===== src/rtl/seg7_scan_decoder_if.sv =====
// Display-bus and decoded-result bundle for seg7_scan_decoder: the scanner
// side drives seg_n/dig_n/clr, the decoder returns the published digit state.
interface seg7_scan_decoder_if #(
    parameter int NDIG = 4
);
    logic [7:0]        seg_n;
    logic [NDIG-1:0]   dig_n;
    logic              clr;
    logic [4*NDIG-1:0] hex_o;
    logic [NDIG-1:0]   dp_o;
    logic [NDIG-1:0]   vld_o;
    logic [NDIG-1:0]   upd_o;
    logic [NDIG-1:0]   bad_o;
    logic              sel_err_o;

    modport master (
        output seg_n, dig_n, clr,
        input  hex_o, dp_o, vld_o, upd_o, bad_o, sel_err_o
    );

    modport slave (
        input  seg_n, dig_n, clr,
        output hex_o, dp_o, vld_o, upd_o, bad_o, sel_err_o
    );
endinterface


===== src/rtl/seg7_scan_decoder.sv =====
// Samples a multiplexed active-low 7-segment bus once per scan window and
// publishes per-digit hex/dp after STABLE matching visits. SEG7_DEC_BLANK_EN adds blank (7F) samples.
module seg7_scan_decoder #(
    parameter int NDIG   = 4,
    parameter int SETTLE = 2,
    parameter int STABLE = 3
) (
    input logic                clk,
    input logic                rst,
    seg7_scan_decoder_if.slave bus
);
    typedef struct packed {
        logic       known;
        logic       blank;
        logic [3:0] val;
    } dec_t;

    typedef struct packed {
        logic       blank;
        logic       dp;
        logic [3:0] val;
    } sample_t;

    function automatic dec_t decode(input logic [6:0] pat);
        dec_t d;
        d = '{known: 1'b1, blank: 1'b0, val: 4'h0};
        case (pat)
            7'h40: d.val = 4'h0;
            7'h79: d.val = 4'h1;
            7'h24: d.val = 4'h2;
            7'h30: d.val = 4'h3;
            7'h19: d.val = 4'h4;
            7'h12: d.val = 4'h5;
            7'h02: d.val = 4'h6;
            7'h78: d.val = 4'h7;
            7'h00: d.val = 4'h8;
            7'h18: d.val = 4'h9;
            7'h08: d.val = 4'hA;
            7'h03: d.val = 4'hB;
            7'h46: d.val = 4'hC;
            7'h21: d.val = 4'hD;
            7'h06: d.val = 4'hE;
            7'h0E: d.val = 4'hF;
`ifdef SEG7_DEC_BLANK_EN
            7'h7F: d.blank = 1'b1;
`endif
            default: d.known = 1'b0;
        endcase
        return d;
    endfunction

    logic [NDIG-1:0] sel_q;
    logic [3:0]      run;
    sample_t         cand [NDIG];
    logic [3:0]      mcnt [NDIG];

    dec_t            dec;
    sample_t         samp;
    logic [NDIG-1:0] sel;
    logic            sample_pt;
    logic            single_sel;
    logic            multi_sel;
    logic [NDIG-1:0] bad_set;
    logic [NDIG-1:0] pub;

    // NOTE: every always_comb output gets a value on every path, so no latch can be inferred.
    always_comb begin
        dec        = decode(bus.seg_n[6:0]);
        samp       = '{blank: dec.blank, dp: ~bus.seg_n[7], val: dec.val};
        sel        = ~bus.dig_n;
        sample_pt  = (bus.dig_n == sel_q) && (run == 4'(SETTLE - 1));
        single_sel = sample_pt && $onehot(sel);
        multi_sel  = sample_pt && ($countones(sel) > 1);
        bad_set    = (single_sel && !dec.known) ? sel : '0;
        pub        = '0;
        for (int d = 0; d < NDIG; d++) begin
            // A blank candidate only matters while the digit still shows a value.
            if (mcnt[d] == 4'(STABLE))
                pub[d] = cand[d].blank ? bus.vld_o[d]
                       : (!bus.vld_o[d] || cand[d].val != bus.hex_o[4*d +: 4] ||
                          cand[d].dp != bus.dp_o[d]);
        end
    end

    always_ff @(posedge clk) begin
        if (rst) begin
            // NOTE: candidate/match arrays are per-digit registers, not RAM, so they take the synchronous reset.
            sel_q         <= '1;
            run           <= '0;
            bus.hex_o     <= '0;
            bus.dp_o      <= '0;
            bus.vld_o     <= '0;
            bus.upd_o     <= '0;
            bus.bad_o     <= '0;
            bus.sel_err_o <= 1'b0;
            for (int d = 0; d < NDIG; d++) begin
                cand[d] <= '0;
                mcnt[d] <= '0;
            end
        end else begin
            sel_q <= bus.dig_n;
            if (bus.dig_n != sel_q)
                run <= '0;
            else if (run != 4'(SETTLE))
                run <= run + 4'd1;

            // A new error event outranks a coincident clear.
            bus.sel_err_o <= (bus.sel_err_o && !bus.clr) || multi_sel;
            bus.bad_o     <= (bus.clr ? '0 : bus.bad_o) | bad_set;
            bus.upd_o     <= pub;

            for (int d = 0; d < NDIG; d++) begin
                if (single_sel && sel[d]) begin
                    if (!dec.known) begin
                        mcnt[d] <= '0;
                    end else if (samp == cand[d]) begin
                        if (mcnt[d] != 4'(STABLE))
                            mcnt[d] <= mcnt[d] + 4'd1;
                    end else begin
                        cand[d] <= samp;
                        mcnt[d] <= 4'd1;
                    end
                end
                if (pub[d]) begin
                    bus.vld_o[d]         <= ~cand[d].blank;
                    bus.hex_o[4*d +: 4]  <= cand[d].blank ? 4'h0 : cand[d].val;
                    bus.dp_o[d]          <= ~cand[d].blank & cand[d].dp;
                end
            end
        end
    end
endmodule

===== src/flat_wrapper.sv =====
// flat-port wrapper written by rule: the top's interface ports become plain ports
module seg7_scan_decoder_flat 
#(
    parameter int NDIG   = 4,
    parameter int SETTLE = 2,
    parameter int STABLE = 3
)
  (clk, rst, bus_seg_n, bus_dig_n, bus_clr, bus_hex_o, bus_dp_o, bus_vld_o, bus_upd_o, bus_bad_o, bus_sel_err_o);
  seg7_scan_decoder_if #(.NDIG(NDIG)) bus_i ();
  input logic clk;
  input logic rst;
  input wire logic [$bits(bus_i.seg_n)-1:0] bus_seg_n;
  input wire logic [$bits(bus_i.dig_n)-1:0] bus_dig_n;
  input wire logic [$bits(bus_i.clr)-1:0] bus_clr;
  output wire logic [$bits(bus_i.hex_o)-1:0] bus_hex_o;
  output wire logic [$bits(bus_i.dp_o)-1:0] bus_dp_o;
  output wire logic [$bits(bus_i.vld_o)-1:0] bus_vld_o;
  output wire logic [$bits(bus_i.upd_o)-1:0] bus_upd_o;
  output wire logic [$bits(bus_i.bad_o)-1:0] bus_bad_o;
  output wire logic [$bits(bus_i.sel_err_o)-1:0] bus_sel_err_o;
  assign bus_i.seg_n = bus_seg_n;
  assign bus_i.dig_n = bus_dig_n;
  assign bus_i.clr = bus_clr;
  assign bus_hex_o = bus_i.hex_o;
  assign bus_dp_o = bus_i.dp_o;
  assign bus_vld_o = bus_i.vld_o;
  assign bus_upd_o = bus_i.upd_o;
  assign bus_bad_o = bus_i.bad_o;
  assign bus_sel_err_o = bus_i.sel_err_o;
  seg7_scan_decoder #(.NDIG(NDIG), .SETTLE(SETTLE), .STABLE(STABLE)) u_core (.clk(clk), .rst(rst), .bus(bus_i));
endmodule

===== config.mk =====
export PLATFORM = sky130hd
export DESIGN_NAME = seg7_scan_decoder_flat
export DESIGN_NICKNAME = d
export VERILOG_FILES = /design/src/rtl/seg7_scan_decoder_if.sv /design/src/rtl/seg7_scan_decoder.sv /design/src/flat_wrapper.sv
export SDC_FILE = /design/constraint.sdc
export NUM_CORES = 1
export LEC_CHECK = 0
export ABC_AREA = 1
export CORE_MARGIN = 2
export CORE_UTILIZATION = 25
export CTS_CLUSTER_SIZE = 40
export DETAILED_ROUTE_END_ITERATION = 10
export GPL_ROUTABILITY_DRIVEN = 0
export PLACE_DENSITY = 0.48
export SLEW_MARGIN = 20
export SYNTH_ARGS = -nofsm -noshare
export SYNTH_HDL_FRONTEND = slang
export SYNTH_SLANG_ARGS = --single-unit

===== constraint.sdc =====
create_clock -name clk -period 3.1 [get_ports clk]
set_clock_uncertainty 0.05 [all_clocks]
set_input_delay 0.62 -clock clk [delete_from_list [all_inputs] [get_ports clk]]
set_output_delay 0.62 -clock clk [all_outputs]
set_load 0.02 [all_outputs]

; ---- Yosys cells after proc, flatten, opt, wreduce, memory -nomap -nowiden
; Memories as Yosys holds them, arrays and structs flattened.
; Cells that the tools add are included.
[classes]
add_sub_neg = 11
order_cmp = 1
n_eq_ne = 40
muxes = 91
bitwise = 27
n_reduce_logical = 27
[ops]
columns = op, n
row1 = $mux W4, 18
row2 = $mux W1, 68
row3 = $pmux W4 S15, 1
row4 = $add A32 B32 Y32, 1
row5 = $gt A32 B2 Y1 const B, 1
row6 = $eq A7 B7 Y1 const B, 4
row7 = $eq A5 B6 Y1, 4
row8 = $eq A7 B5 Y1 const B, 3
row9 = $eq A7 B6 Y1 const B, 3
row10 = $add A4 B1 Y4 const B, 5
row11 = $mux W5, 4
row12 = $ne A4 B2 Y1 const B, 5
row13 = $ne A4 B4 Y1, 5
row14 = $eq A4 B2 Y1 const B, 4
row15 = $or A1 B1 Y1, 16
row16 = $reduce_or A16 Y1, 1
row17 = $eq A7 B2 Y1 const B, 2
row18 = $eq A7 B4 Y1 const B, 2
row19 = $logic_and A1 B1 Y1, 9
row20 = $logic_or A1 B1 Y1, 9
row21 = $add A1 B1 Y2, 4
row22 = $eq A7 B3 Y1 const B, 1
row23 = $logic_not A7 Y1, 1
row24 = $logic_not A1 Y1, 6
row25 = 11 further kinds, 20
[word_totals]
ff_bits = 41
mem_bits_rw = 36
word_cells = 216
n_memories = 2
[mem_list]
columns = name, words, width, rd, rd_ports_with_merged_regs, wr, line_no
row1 = u_core.cand, 4, 5, 4, 0, 4, seg7_scan_decoder.sv:54  ; sample_t cand [NDIG];
row2 = u_core.mcnt, 4, 4, 4, 0, 4, seg7_scan_decoder.sv:55  ; logic [3:0] mcnt [NDIG];

; ---- Longest topological paths before layout
[logic_depth]
depth_word = 12
ltp_mapped = 15
depth_no_buf = 15

; ---- Worst setup path before layout
; Ideal clock, no wire load.
[synth_path]
kind = input to register
from = input bus_dig_n[0]
to = memory u_core.mcnt[0][0], enable pin
arrival_ns = 2.582
t_required_ns = 2.743
slack_ns = 0.160
stages = 13
path_buffers = 1
path_cell_list = inv_1 > ha_1 > ha_1 > fa_1 > nor2_1 > nand2_1 > nor2_2 > inv_2 > or2_1 > buf_6 > nor2_2 > nor2_1 > nand2_1
[synth_lines]
columns = element, line_no
row1 = from (decl), flat_wrapper.sv:13  ; input wire logic [$bits(bus_i.dig_n)-1:0] bus_dig_n;
row2 = to (decl), seg7_scan_decoder.sv:55

==> results.py <==
metrics = {
    "hold_path": {
        "hold_path_startpoint": "u_core.bus.bad_o[1]$_SDFF_PP0_",
        "worst_hold_path.num_cells": 2,
        "min-delay-path-class": "register to register",
        "worst_hold_path.endpoint": "u_core.bus.bad_o[1]$_SDFF_PP0_",
    },
    "timing": {
        "hold_viol": 0,
        "fmax_ghz": 0.3570,
        "finalSetupViolCount": 0,
        "timing.max_slew.rel_slack_pct": 63.94,
        "hold_worst_slack_ns": 0.4253,
        "rsz0062_at_grt": "no",
        "final_number_of_max_transition_violations": 0,
        "fin_crit_sh_pct": 90.36,
        "timing_worst_slew_pin_value_ns": 0.5392,
        "fin_crit_ns": 2.801,
        "post-route-worst-setup-slack_ns": 0.2989,
    },
    "finish": {
        "areaGrowthSynthToFinish_pct": 31.27,
        "antenna_cells": 0,
        "layout.filler_cells": 1717,
        "post_route_cells_drive_above_1_share_pct": 16.91,
        "nNetsFinal": 642,
    },
    "floorplan": {
        "i_o_pin_count": 48,
        "die_h_microns": 132.8,
        "coreArea_sq_um": 16410,
        "num_rows": 47,
        "die_x_microns": 132.8,
        "initial_core_util_pct": 25.29,
        "fp.dieArea_sq_um": 17640,
    },
    "grt": {
        "grt_antenna_before_repair": 0,
        "grt_util_all_layers_pct": 12.32,
        "grt_pass1_vias": 3613,
        "grt_remaining_overflow": 0,
        "first_pass_grt_wire_length_microns": 17400,
        "maximum_number_of_pins_on_one_net_before_global_route_repair": 25,
    },
    "critical_path": {
        "crit_path_max_fanout": 7,
        "crit_top_cell": "sky130_fd_sc_hd__nand2_2",
        "cp_class": "input port to register",
        "cpMaxStageDelayCell": "sky130_fd_sc_hd__clkdlybuf4s50_1",
        "crit_arrival_ns": 2.83,
        "cp-end-kind": "register",
        "worst-r2r-cell-count": 9,
        "worst-r2r-setup-slack_ns": 1.08,
        "cp_slowest_stage_delay_ns": 0.56,
        "crit_chain": "clkdlybuf4s50_1 > inv_2 > nand2_2 > nor2_1 > nand2_2 > nand2_2 > nor2_4 > nand2_2 > nand2_1 > nand2_1 > nor2_1 > nand3_1 > a21oi_1 > nand2_2",
        "crit-reg2reg-capture": "u_core.mcnt[0][3]$_SDFFCE_PP0P_",
        "worstPathRequired_ns": 3.13,
        "timing.critical_path.from_type": "input port",
        "worstReg2RegStart": "u_core.sel_q[1]$_SDFF_PP1_",
    },
    "route": {
        "drt-wirelength-per-cell_microns": 12.19,
        "antenna_violating_nets_post_route": 0,
        "finalWirelength_microns": 10250,
        "viasPerCell": 4.226,
        "drt_first_pass_iters": 4,
        "dr_total_vias": 3554,
        "drt_iter0_drc": 179,
        "drc_errors": 0,
    },
    "placement": {
        "placement.io_buffers": 47,
        "place_ws_ns": -0.4609,
        "hpwlAfterDp_microns": 7820,
    },
    "synth": {
        "yosys.area_share.simple_pct": 30.88,
        "number_of_flops_mapped_to_enable_cells_by_yosys": 36,
        "yosys.area_share.adder_pct": 3.498,
        "netlist_top_cells_area": "sky130_fd_sc_hd__edfxtp_1 26%, sky130_fd_sc_hd__dfxtp_1 20%, sky130_fd_sc_hd__nand2_1 9.4%, sky130_fd_sc_hd__nor2_1 9.3%, sky130_fd_sc_hd__inv_1 5.6%",
        "ys.flop_type": "sky130_fd_sc_hd__dfxtp_1",
        "synth_cell_type_count": 35,
        "yosysMostFrequentCell": "sky130_fd_sc_hd__nand2_1",
        "synthTopCellsByCount": "104 x sky130_fd_sc_hd__nand2_1, 103 x sky130_fd_sc_hd__nor2_1, 62 x sky130_fd_sc_hd__inv_1, 41 x sky130_fd_sc_hd__dfxtp_1",
        "yosysTopAreaCell": "sky130_fd_sc_hd__edfxtp_1",
        "yosysSeqAreaShare_pct": 45.84,
        "synth_top_area_share_pct": 26.06,
        "ys_ff_latch": 77,
        "syn-cell-area_sq_um": 4149,
        "synth_xor_xnor_area_share_pct": 4.855,
        "synth_fp_nets": 563,
        "synth-compound-area-share_pct": 7.358,
        "synth_top_family_by_area": "simple AND/OR/NAND/NOR gates",
        "ys_async_sr_fraction_pct": 0,
        "synth_mux_area_share_pct": 0,
        "ys_warn_count": 0,
        "syn-mean-instance-area_sq_um": 7.726,
        "syn-instance-count": 537,
    },
    "run_status": {
        "status": "completed",
    },
    "clock_network": {
        "cts_buffers": 9,
        "max-clock-path-buffers": 2,
        "clk_transition_reported_paths_ns": 0.06,
        "insertion_delay_ns": 0.34,
        "numClockSinks": 77,
        "htree_levels": 3,
        "tritoncts": "done",
        "ctsRootBufferMaster": "sky130_fd_sc_hd__clkbuf_16",
    },
    "run": {
        "cap_violations": 0,
    },
    "power_and_ir_drop": {
        "total_leakage_power_nw": 2.333,
        "total_power_density_per_cell_area_nw_per_um2": 449.5,
        "highest_ir_drop_seen_on_vdd_mv": 0.2790,
    },
}
-- cells in the final DEF (no fill, tap or decap), drive strengths merged, types with 21 or more instances in the layout --
| master | count |
|---|---|
| a21oi | 21 |
| buf | 27 |
| clkdlybuf4s50 | 43 |
| dfxtp | 41 |
| edfxtp | 36 |
| inv | 74 |
| nand2 | 114 |
| nand3 | 36 |
| nor2 | 120 |
| o21ai | 25 |
-- per-layer routing --
metal  GRT usage [%]  routed length (microns)  part of all wire, %
met4           4.062                      133                  1.3
met3           2.529                      408                  4.0
met5               0                        0                    0
met2           20.93                     4840                   47
met1           15.64                     4865                   47
-- stage by stage --
step	setup TNS (ns)	cells	util (%)	instance area, sq um	total power, mW
6_report	0	841	33.20	5446	2.448
2_1_floorplan	0	537	-	4149	1.265
3_5_place_dp	-25.59	825	30.89	5067	1.366
5_1_grt	0	841	33.20	5446	2.552
4_1_cts	-0.1745	841	32.91	5399	2.476
3_3_place_gp	-19.65	825	30.89	5067	1.363
-- report_power, final --
part	switching, mW	internal, mW	leakage (nW)
Sequential	0.0221	1.09	0.705
Combinational	0.141	0.0986	1.47
Clock	0.412	0.686	0.156
-- worst max path at each step --
stage	startpoint	end	depth (start not counted)
floorplan	bus_dig_n[0]	u_core.mcnt[0][0]$_SDFFCE_PN0P_	13
global placement	bus_dig_n[0]	u_core.mcnt[0][2]$_SDFFCE_PP0P_	13
CTS	bus_dig_n[0]	u_core.mcnt[3][3]$_SDFFCE_PP0P_	12
global route	bus_seg_n[5]	u_core.mcnt[1][3]$_SDFFCE_PP0P_	14
finish	bus_seg_n[2]	u_core.mcnt[1][3]$_SDFFCE_PP0P_	14
detailed placement	bus_dig_n[0]	u_core.mcnt[2][1]$_SDFFCE_PP0P_	13
-- area by class of cell --
| type | count | area (sq um) | share of cell area [%] |
|---|---|---|---|
| well taps | 220 | 275.3 | 5.054 |
| multi-input cells | 379 | 1986 | 36.46 |
| clock inverters | 2 | 8.758 | 0.1608 |
| clock buffers | 14 | 307.8 | 5.651 |
| repair buffers | 74 | 683.2 | 12.54 |
| flip-flops and latches | 77 | 1902 | 34.92 |
| inverters | 75 | 284.0 | 5.215 |
-- critical path, delay by kind of cell --
kind	cells	cell delay, ns
AO/OA/AOI/OAI	1	0.34
buffers and inverters	2	0.62
AND/OR/NAND/NOR	11	1.25
-- flip-flops by register name, summed over array words and instances, names as in the netlist --
register	count
u_core.cand	20
u_core.bus.hex_o	16
u_core.mcnt	16
u_core.bus.bad_o	4
u_core.bus.dp_o	4
u_core.bus.upd_o	4
u_core.bus.vld_o	4
u_core.run	4
u_core.sel_q	4
u_core.bus.sel_err_o	1
-- logic make-up after synthesis --
logic type      count (synthesis)
xor+xnor                       23
flops                          77
fa+ha+maj                      11
simple gates                  289
compound gates                 56
buf+inv                        81
-- timing repair --
action | 4_1_cts | 5_1_grt
pin swaps | 0 | 6
setup buffers | 0 | 0
gates resized for setup | 7 | 19
hold buffers | 0 | 0
endpoints found under the setup margin | 36 | 68
Power figures use the tool's default switching activity.
